### src/rtl/wb_port_arbiter.sv
// Register-file write-port arbiter: the pipeline writeback has fixed priority.
// A multi-cycle unit result that waits too long forces a one-cycle pipeline stall.
module wb_port_arbiter #(
  parameter int unsigned DATA_W       = 16,
  parameter int unsigned ADDR_W       = 3,
  parameter int unsigned STARVE_LIMIT = 4
) (
  input  logic              clk,
  input  logic              rst_n,
  input  logic              wb_valid,
  input  logic [ADDR_W-1:0] wb_dest,
  input  logic [DATA_W-1:0] wb_data,
  input  logic              mc_valid,
  input  logic [ADDR_W-1:0] mc_dest,
  input  logic [DATA_W-1:0] mc_data,
  output logic              mc_ready,
  output logic              pipe_stall,
  output logic              rf_we,
  output logic [ADDR_W-1:0] rf_waddr,
  output logic [DATA_W-1:0] rf_wdata
);

  localparam int unsigned CNT_W = 8;

  typedef enum logic {
    ST_NORMAL = 1'b0,
    ST_FORCE  = 1'b1
  } state_t;

  state_t             state_q, state_d;
  logic [CNT_W-1:0]   wait_cnt_q, wait_cnt_d;
  logic               grant_wb_c, grant_mc_c, mc_ready_c;
  logic [ADDR_W-1:0]  sel_dest_c;
  logic [DATA_W-1:0]  sel_data_c;

  // State and starvation counter
  always_ff @(posedge clk or negedge rst_n) begin
    if (!rst_n) begin
      state_q    <= ST_NORMAL;
      wait_cnt_q <= '0;
    end else begin
      state_q    <= state_d;
      wait_cnt_q <= wait_cnt_d;
    end
  end

  // Grant selection, next state and starvation bookkeeping
  always_comb begin
    state_d    = ST_NORMAL;
    wait_cnt_d = '0;
    grant_wb_c = 1'b0;
    grant_mc_c = 1'b0;
    mc_ready_c = 1'b0;
    case (state_q)
      ST_NORMAL: begin
        mc_ready_c = ~wb_valid;
        if (wb_valid) begin
          grant_wb_c = 1'b1;
          if (mc_valid) begin
            wait_cnt_d = (wait_cnt_q == {CNT_W{1'b1}}) ? wait_cnt_q
                                                       : wait_cnt_q + CNT_W'(1);
            if (wait_cnt_q == CNT_W'(STARVE_LIMIT - 1)) state_d = ST_FORCE;
          end
        end else begin
          grant_mc_c = mc_valid;
        end
      end
      ST_FORCE: begin
        mc_ready_c = 1'b1;
        grant_mc_c = mc_valid;
      end
      default: state_d = ST_NORMAL;
    endcase
  end

  assign sel_dest_c = grant_wb_c ? wb_dest : mc_dest;
  assign sel_data_c = grant_wb_c ? wb_data : mc_data;

  // Handshake is suppressed while reset is asserted
  assign mc_ready = rst_n & mc_ready_c;

  // Registered write port; R0 writes complete the handshake but never pulse rf_we
  always_ff @(posedge clk or negedge rst_n) begin
    if (!rst_n) begin
      rf_we      <= 1'b0;
      rf_waddr   <= '0;
      rf_wdata   <= '0;
      pipe_stall <= 1'b0;
    end else begin
      rf_we      <= (grant_wb_c | grant_mc_c) & (sel_dest_c != '0);
      pipe_stall <= (state_d == ST_FORCE);
      if (grant_wb_c | grant_mc_c) begin
        rf_waddr <= sel_dest_c;
        rf_wdata <= sel_data_c;
      end
    end
  end

endmodule

### config.mk
export PLATFORM = sky130hd
export DESIGN_NAME = wb_port_arbiter
export DESIGN_NICKNAME = d
export VERILOG_FILES = /design/src/rtl/wb_port_arbiter.sv
export SDC_FILE = /design/constraint.sdc
export NUM_CORES = 1
export LEC_CHECK = 0
export CORE_AREA = 10 10 85 57
export CTS_CLUSTER_DIAMETER = 60
export DETAILED_ROUTE_END_ITERATION = 6
export DIE_AREA = 0 0 95 67
export GPL_TIMING_DRIVEN = 0
export PLACE_DENSITY = 0.83
export SETUP_SLACK_MARGIN = 0.3
export SYNTH_ARGS = -nofsm -noshare
export SYNTH_HDL_FRONTEND = slang
export SYNTH_SLANG_ARGS = --single-unit
### constraint.sdc
create_clock -name clk -period 4.64 [get_ports clk]
set_input_delay 0.464 -clock clk [delete_from_list [all_inputs] [get_ports clk]]
set_output_delay 0.464 -clock clk [all_outputs]
set_load 0.005 [all_outputs]
---- After elaboration in Yosys (flattened, before gate mapping) ----
Index checks and enable logic that the tools add are counted.
word-level totals
  register bits ........................... 29
  input port bits ......................... 42
operators by class
  add/sub/neg operators ................... 1
  equality and inequality tests ........... 3
  multiplexer cells ....................... 15
  bitwise operators ....................... 5
  reductions and logical operators ........ 1
operators with widths
  cell                 count
  $mux 8               4
  $mux 16              1
  $add 8x1->8 const B  1
  $eq 8x2->1 const B   1
  $eq 8x8->1 const B   1
  $mux 1               7
  $ne 4x4->1 const B   1
  $pmux 1 s2           2
  $mux 3               1
  $reduce_bool 3->1    1
  $and 1x1->1          2
  $not 1->1            2
  $or 1x1->1           1

---- Longest topological paths before layout ----
  depth in word-level cells ............... 5
  depth in mapped cells ................... 5
  depth with buffers taken out ............ 4

---- Least setup slack after synthesis ----
No wires, ideal clock.
  path type ............................... register -> register
  start point ............................. reg wait_cnt_q[0]
  end point ............................... reg wait_cnt_q[3]
  library setup time ...................... 76 ps
  arrival time ............................ 1,375 ps
  required time ........................... 4,564 ps
  slack ................................... 3,188 ps
  cell stages (with the launch flop) ...... 6
  path buffers ............................ 1
  clock period less this slack ............ 1,452 ps
  cells stage by stage .................... dfrtp_1 > ha_1 > and3_1 > clkbuf_2 > a2111o_1 > o21ai_1
between the ends
  cells in the longest elaborated chain, start to end .. 5
  elaborated cells on any way between the ends .. 7
ends and longest elaborated chain
  element                 line  text
  start, declared         31    logic [CNT_W-1:0] wait_cnt_q, wait_cnt_d;
  start signal, assigned  43    wait_cnt_q <= wait_cnt_d;
  $add 8x1->8             61    : wait_cnt_q + CNT_W'(1);
  $mux 8                  60    wait_cnt_d = (wait_cnt_q == {CNT_W{1'b1}}) ? wait_cnt_q
  $mux 8                  59    if (mc_valid) begin
  $mux 8                  57    if (wb_valid) begin
  $mux 8                  54    case (state_q)
Parallel ways exist; a longest one is shown, timed or not. The select of a mux whose other input is x is not followed.
A chain may end at the register's enable or synchronous reset.

---- Final worst setup path ----
  start point ............................. in wb_valid
  end point ............................... out mc_ready
between the ends
  cells in the longest elaborated chain, start to end .. 3
ends and longest elaborated chain
  element          line  text
  start, declared  10    input logic wb_valid,
  $not 1->1        56    mc_ready_c = ~wb_valid;
  $pmux 1 s2       54
  $and 1x1->1      80    assign mc_ready = rst_n & mc_ready_c;
  end, declared    16    output logic mc_ready,
No other way between the ends.

==> implementation parameters <==
Parameter                              Value

Clock network
  Number of gates given a new drive strength after cts ... 0
  Root Driver ... sky130_fd_sc_hd__clkbuf_8
  Setup repair bufs after CTS ... 0
  Maximum count of clock buffers along a single path ... 2
  Number of buffers inserted during clock tree synthesis ... 5
  TritonCTS clock tree ... yes
  CTS HTree Levels ... 2
  Total of hold buffers inserted after clock tree synthesis ... 0
  Clk_lat worst skew ... 0.27 ns
  Number of clock sinks seen by CTS ... 29
  Clock-pin slew on the worst setup and hold paths ... around 0.060 ns

Synth
  Flip-flop and latch count after synthesis ... 29
  Syn nets ... approximately 190
  Cell area after synthesis ... 1451 µm²
  Async set or reset register ratio after synthesis ... between 90% and 100%
  Average cell area after synthesis ... just over 10 µm²
  Prevailing post-synth register cell ... sky130_fd_sc_hd__dfrtp_1
  Synth unique cells ... 28
  Warnings from Yosys ... 0
  Sequential element share of the synthesized area ... 50.00%
  Gate Count Post-Synth ... approximately 140
  Number of synthesized flops with an enable pin ... 0

Critical path
  Cells traversed along the worst timing path ... clkdlybuf4s50_1 -> nor2b_1 -> clkbuf_1 -> nor2b_1 -> clkdlybuf4s50_1
  Worst R2R Start ... wait_cnt_q[0]
  Critical Path End Type ... primary output
  Max stage delay cell, worst path ... sky130_fd_sc_hd__clkdlybuf4s50_1
  Logic depth of the worst register-to-register path ... 5
  Biggest fanout along the worst timing path ... 7
  Data arrival at the endpoint of the critical path ... 1.87 ns
  Critical path class ... in2out
  Register-to-register setup slack ... a little over 3 ns
  Nature of the critical path startpoint ... input port
  Data required time at the worst endpoint ... between 4 and 5 ns
  FF-to-FF End ... wait_cnt_q[3]
  Max incr delay on CP ... 0.47 ns

Power
  Leak ... 0.0009600 µW
  Peak supply drop ... 160.6 µV
  Power density over the cells ... 280.2 nW/µm²

Timing
  Worst slew pin tran ... 0.6566 ns
  Fmax ... 428.0 MHz
  Setup repair after global routing missed its margin ... no
  Min cycle time layout ... about 2.3 ns
  Clock skew ... 0.003382 ns
  Final TNS setup ... 0 ns
  Fin crit share ... between 50% and 60%
  Number of failing hold endpoints at the final stage ... 0
  Endpoints failing setup ... 0
  Relative slew slack ... 56.22%
  Max-slew violation count ... 0

Floorplan
  I/O pin count ... between 60 and 70
  Area of the die ... 6365 µm²
  Initial standard-cell utilization of the core ... 44.75%
  FP Rows ... 16
  Core area ... 3243 µm²
  Die boundary height ... 67 µm
  Horizontal die dimension ... ~95 µm

Min path
  Path type of the worst min-delay path ... in2async

Run status
  Outcome ... complete, no violations

Final layout
  Count of inserted antenna diode cells ... 0
  Area Overhead vs Synth ... 53.28%
  Sequential Area ... 725.7 µm²
  Multi-input gate area in the final layout ... about 650 µm²
  Non-Filler Instances ... between 200 and 300
  Ratio of cells with drive above 1 in the final layout ... 9.346%
  Filler Cells Inserted ... between 200 and 300
  Final #Nets ... 257

Route
  Sum of routed wire length over all layers ... 4612 µm
  DRC violations left ... 0
  Length of the first detailed-routing pass in iterations ... 5
  Number of violations reported at the end of detailed-routing iteration 0 ... 100
  Detailed-route wire length per cell ... 17.81 µm
  Mean number of vias per cell ... ~5.4
  Total via count in the routed design ... 1390
  Residual antenna-violating net count after detailed routing ... 0

Global route
  First-pass GRT wire length ... about 7100 µm
  Global-route congestion overflow total ... 0
  Pin count of the biggest net entering global routing ... 31
  Vias in the first global route ... ~1400
  Number of antenna violations at the first check in global routing ... 0
  Total Routing Usage GR ... 14.32%

Placed design
  Number of placed instances with taps included ... 251
  Port Buf Inserts ... 62
  HPWL reported at the end of detailed placement ... 3539 µm
  Routability cong. ... 0.8996

Run
  Max-cap violation count ... 0
[final cells by class]
type	count	share of cell area (%)
clock buffer	7	4.331
tap	45	2.531
sequential	29	32.62
timing repair buffer	62	27.67
buffer	12	3.375
multi-input combinational	103	29.25
clock inverter	1	0.2250
[worst max-delay path by stage]
stage	from	to
final	wb_valid	mc_ready
after global routing	wb_valid	mc_ready
after CTS	rst_n	mc_ready
after detailed placement	rst_n	mc_ready
after global placement	rst_n	mc_ready
after floorplan	wait_cnt_q[0]	wait_cnt_q[3]
[per-layer routing]
metal	vias up	global-route usage, %	wire (µm)
li1	658	-	-
met4	0	3.346	29
met3	2	7.047	449
met1	666	15.47	1845
met2	64	24.83	2287
met5	-	0	0
[synth_stat cells, types with 2 or more instances]
cell type	instances	area share [%]
sky130_fd_sc_hd__ha_1	2	1.7
sky130_fd_sc_hd__clkbuf_1	3	0.78
sky130_fd_sc_hd__buf_6	3	2.3
sky130_fd_sc_hd__o21ai_0	21	7.2
sky130_fd_sc_hd__nand3_1	6	2.1
sky130_fd_sc_hd__a31oi_1	2	0.86
sky130_fd_sc_hd__nor3_1	6	2.1
sky130_fd_sc_hd__buf_2	5	1.7
sky130_fd_sc_hd__dfrtp_1	29	50
sky130_fd_sc_hd__o31ai_1	2	1.0
sky130_fd_sc_hd__a211oi_1	4	2.1
sky130_fd_sc_hd__mux2i_1	19	13
sky130_fd_sc_hd__a21oi_1	4	1.4
sky130_fd_sc_hd__and4_1	2	1.2
sky130_fd_sc_hd__nor2b_1	2	0.86
sky130_fd_sc_hd__nand2_1	22	5.7
[worst max-delay path: cells and delay by family]
family | cells | cell delay (ns)
buffers and inverters | 3 | 1.19
and+or+nand+nor | 2 | 0.21
[sequential cells by signal, indices dropped and copies added (netlist names)]
| register | count |
|---|---|
| pipe_stall | 1 |
| wait_cnt_q | 8 |
| rf_we | 1 |
| rf_waddr | 3 |
| rf_wdata | 16 |
[through the flow]
stage / hold slack [ns] / area [µm²] / util, % / setup WS, ns / total power [µW]
after floorplan: 0.1684 / 1451 / - / 3.188 / 318.0
after detailed placement: 0.5376 / 2128 / 65.63 / 1.502 / 404.7
after CTS: 0.5490 / 2230 / 68.75 / 1.502 / 631.0
final: 0.2179 / 2225 / 68.60 / 2.303 / 623.4
after global routing: 0.2600 / 2225 / 68.60 / 2.148 / 651.9
after global placement: 0.5334 / 2128 / 65.63 / 1.575 / 398.6
[placed cells by master (no fill, tap or decap), types with 2 or more instances in the layout]
cell type                          n
sky130_fd_sc_hd__mux2i_1          19
sky130_fd_sc_hd__nor2b_1           2
sky130_fd_sc_hd__nand2_1          22
sky130_fd_sc_hd__a21oi_1           4
sky130_fd_sc_hd__o31ai_1           2
sky130_fd_sc_hd__buf_2             6
sky130_fd_sc_hd__nand3_1           6
sky130_fd_sc_hd__a31oi_1           2
sky130_fd_sc_hd__clkdlybuf4s50_1  61
sky130_fd_sc_hd__clkbuf_1          3
sky130_fd_sc_hd__dfrtp_1          29
sky130_fd_sc_hd__o21ai_0          21
sky130_fd_sc_hd__and4_1            2
sky130_fd_sc_hd__buf_6             3
sky130_fd_sc_hd__clkbuf_8          7
sky130_fd_sc_hd__ha_1              2
sky130_fd_sc_hd__nor3_1            6
sky130_fd_sc_hd__a211oi_1          4
[cell families (layout without fill, tap and decap cells)]
kind of cell / after synthesis / in the layout / synth area share [%]
simple gates: 45 / 45 / 15.09
compound gates: 37 / 37 / 14.91
flops: 29 / 29 / 50.00
mux: 19 / 19 / 13.10
buf+inv: 12 / 82 / 5.172
fa+ha+maj: 2 / 2 / 1.724
[power breakdown]
| group | total (µW) | leakage, µW | switching (µW) | internal, µW |
|---|---|---|---|---|
| Sequential | 281 | 0.000365 | 11.3 | 270 |
| Clock | 224 | 0.0000542 | 90.1 | 134 |
| Combinational | 118 | 0.000541 | 44.2 | 74.0 |
Note: power is estimated with default switching activity, not from simulation.
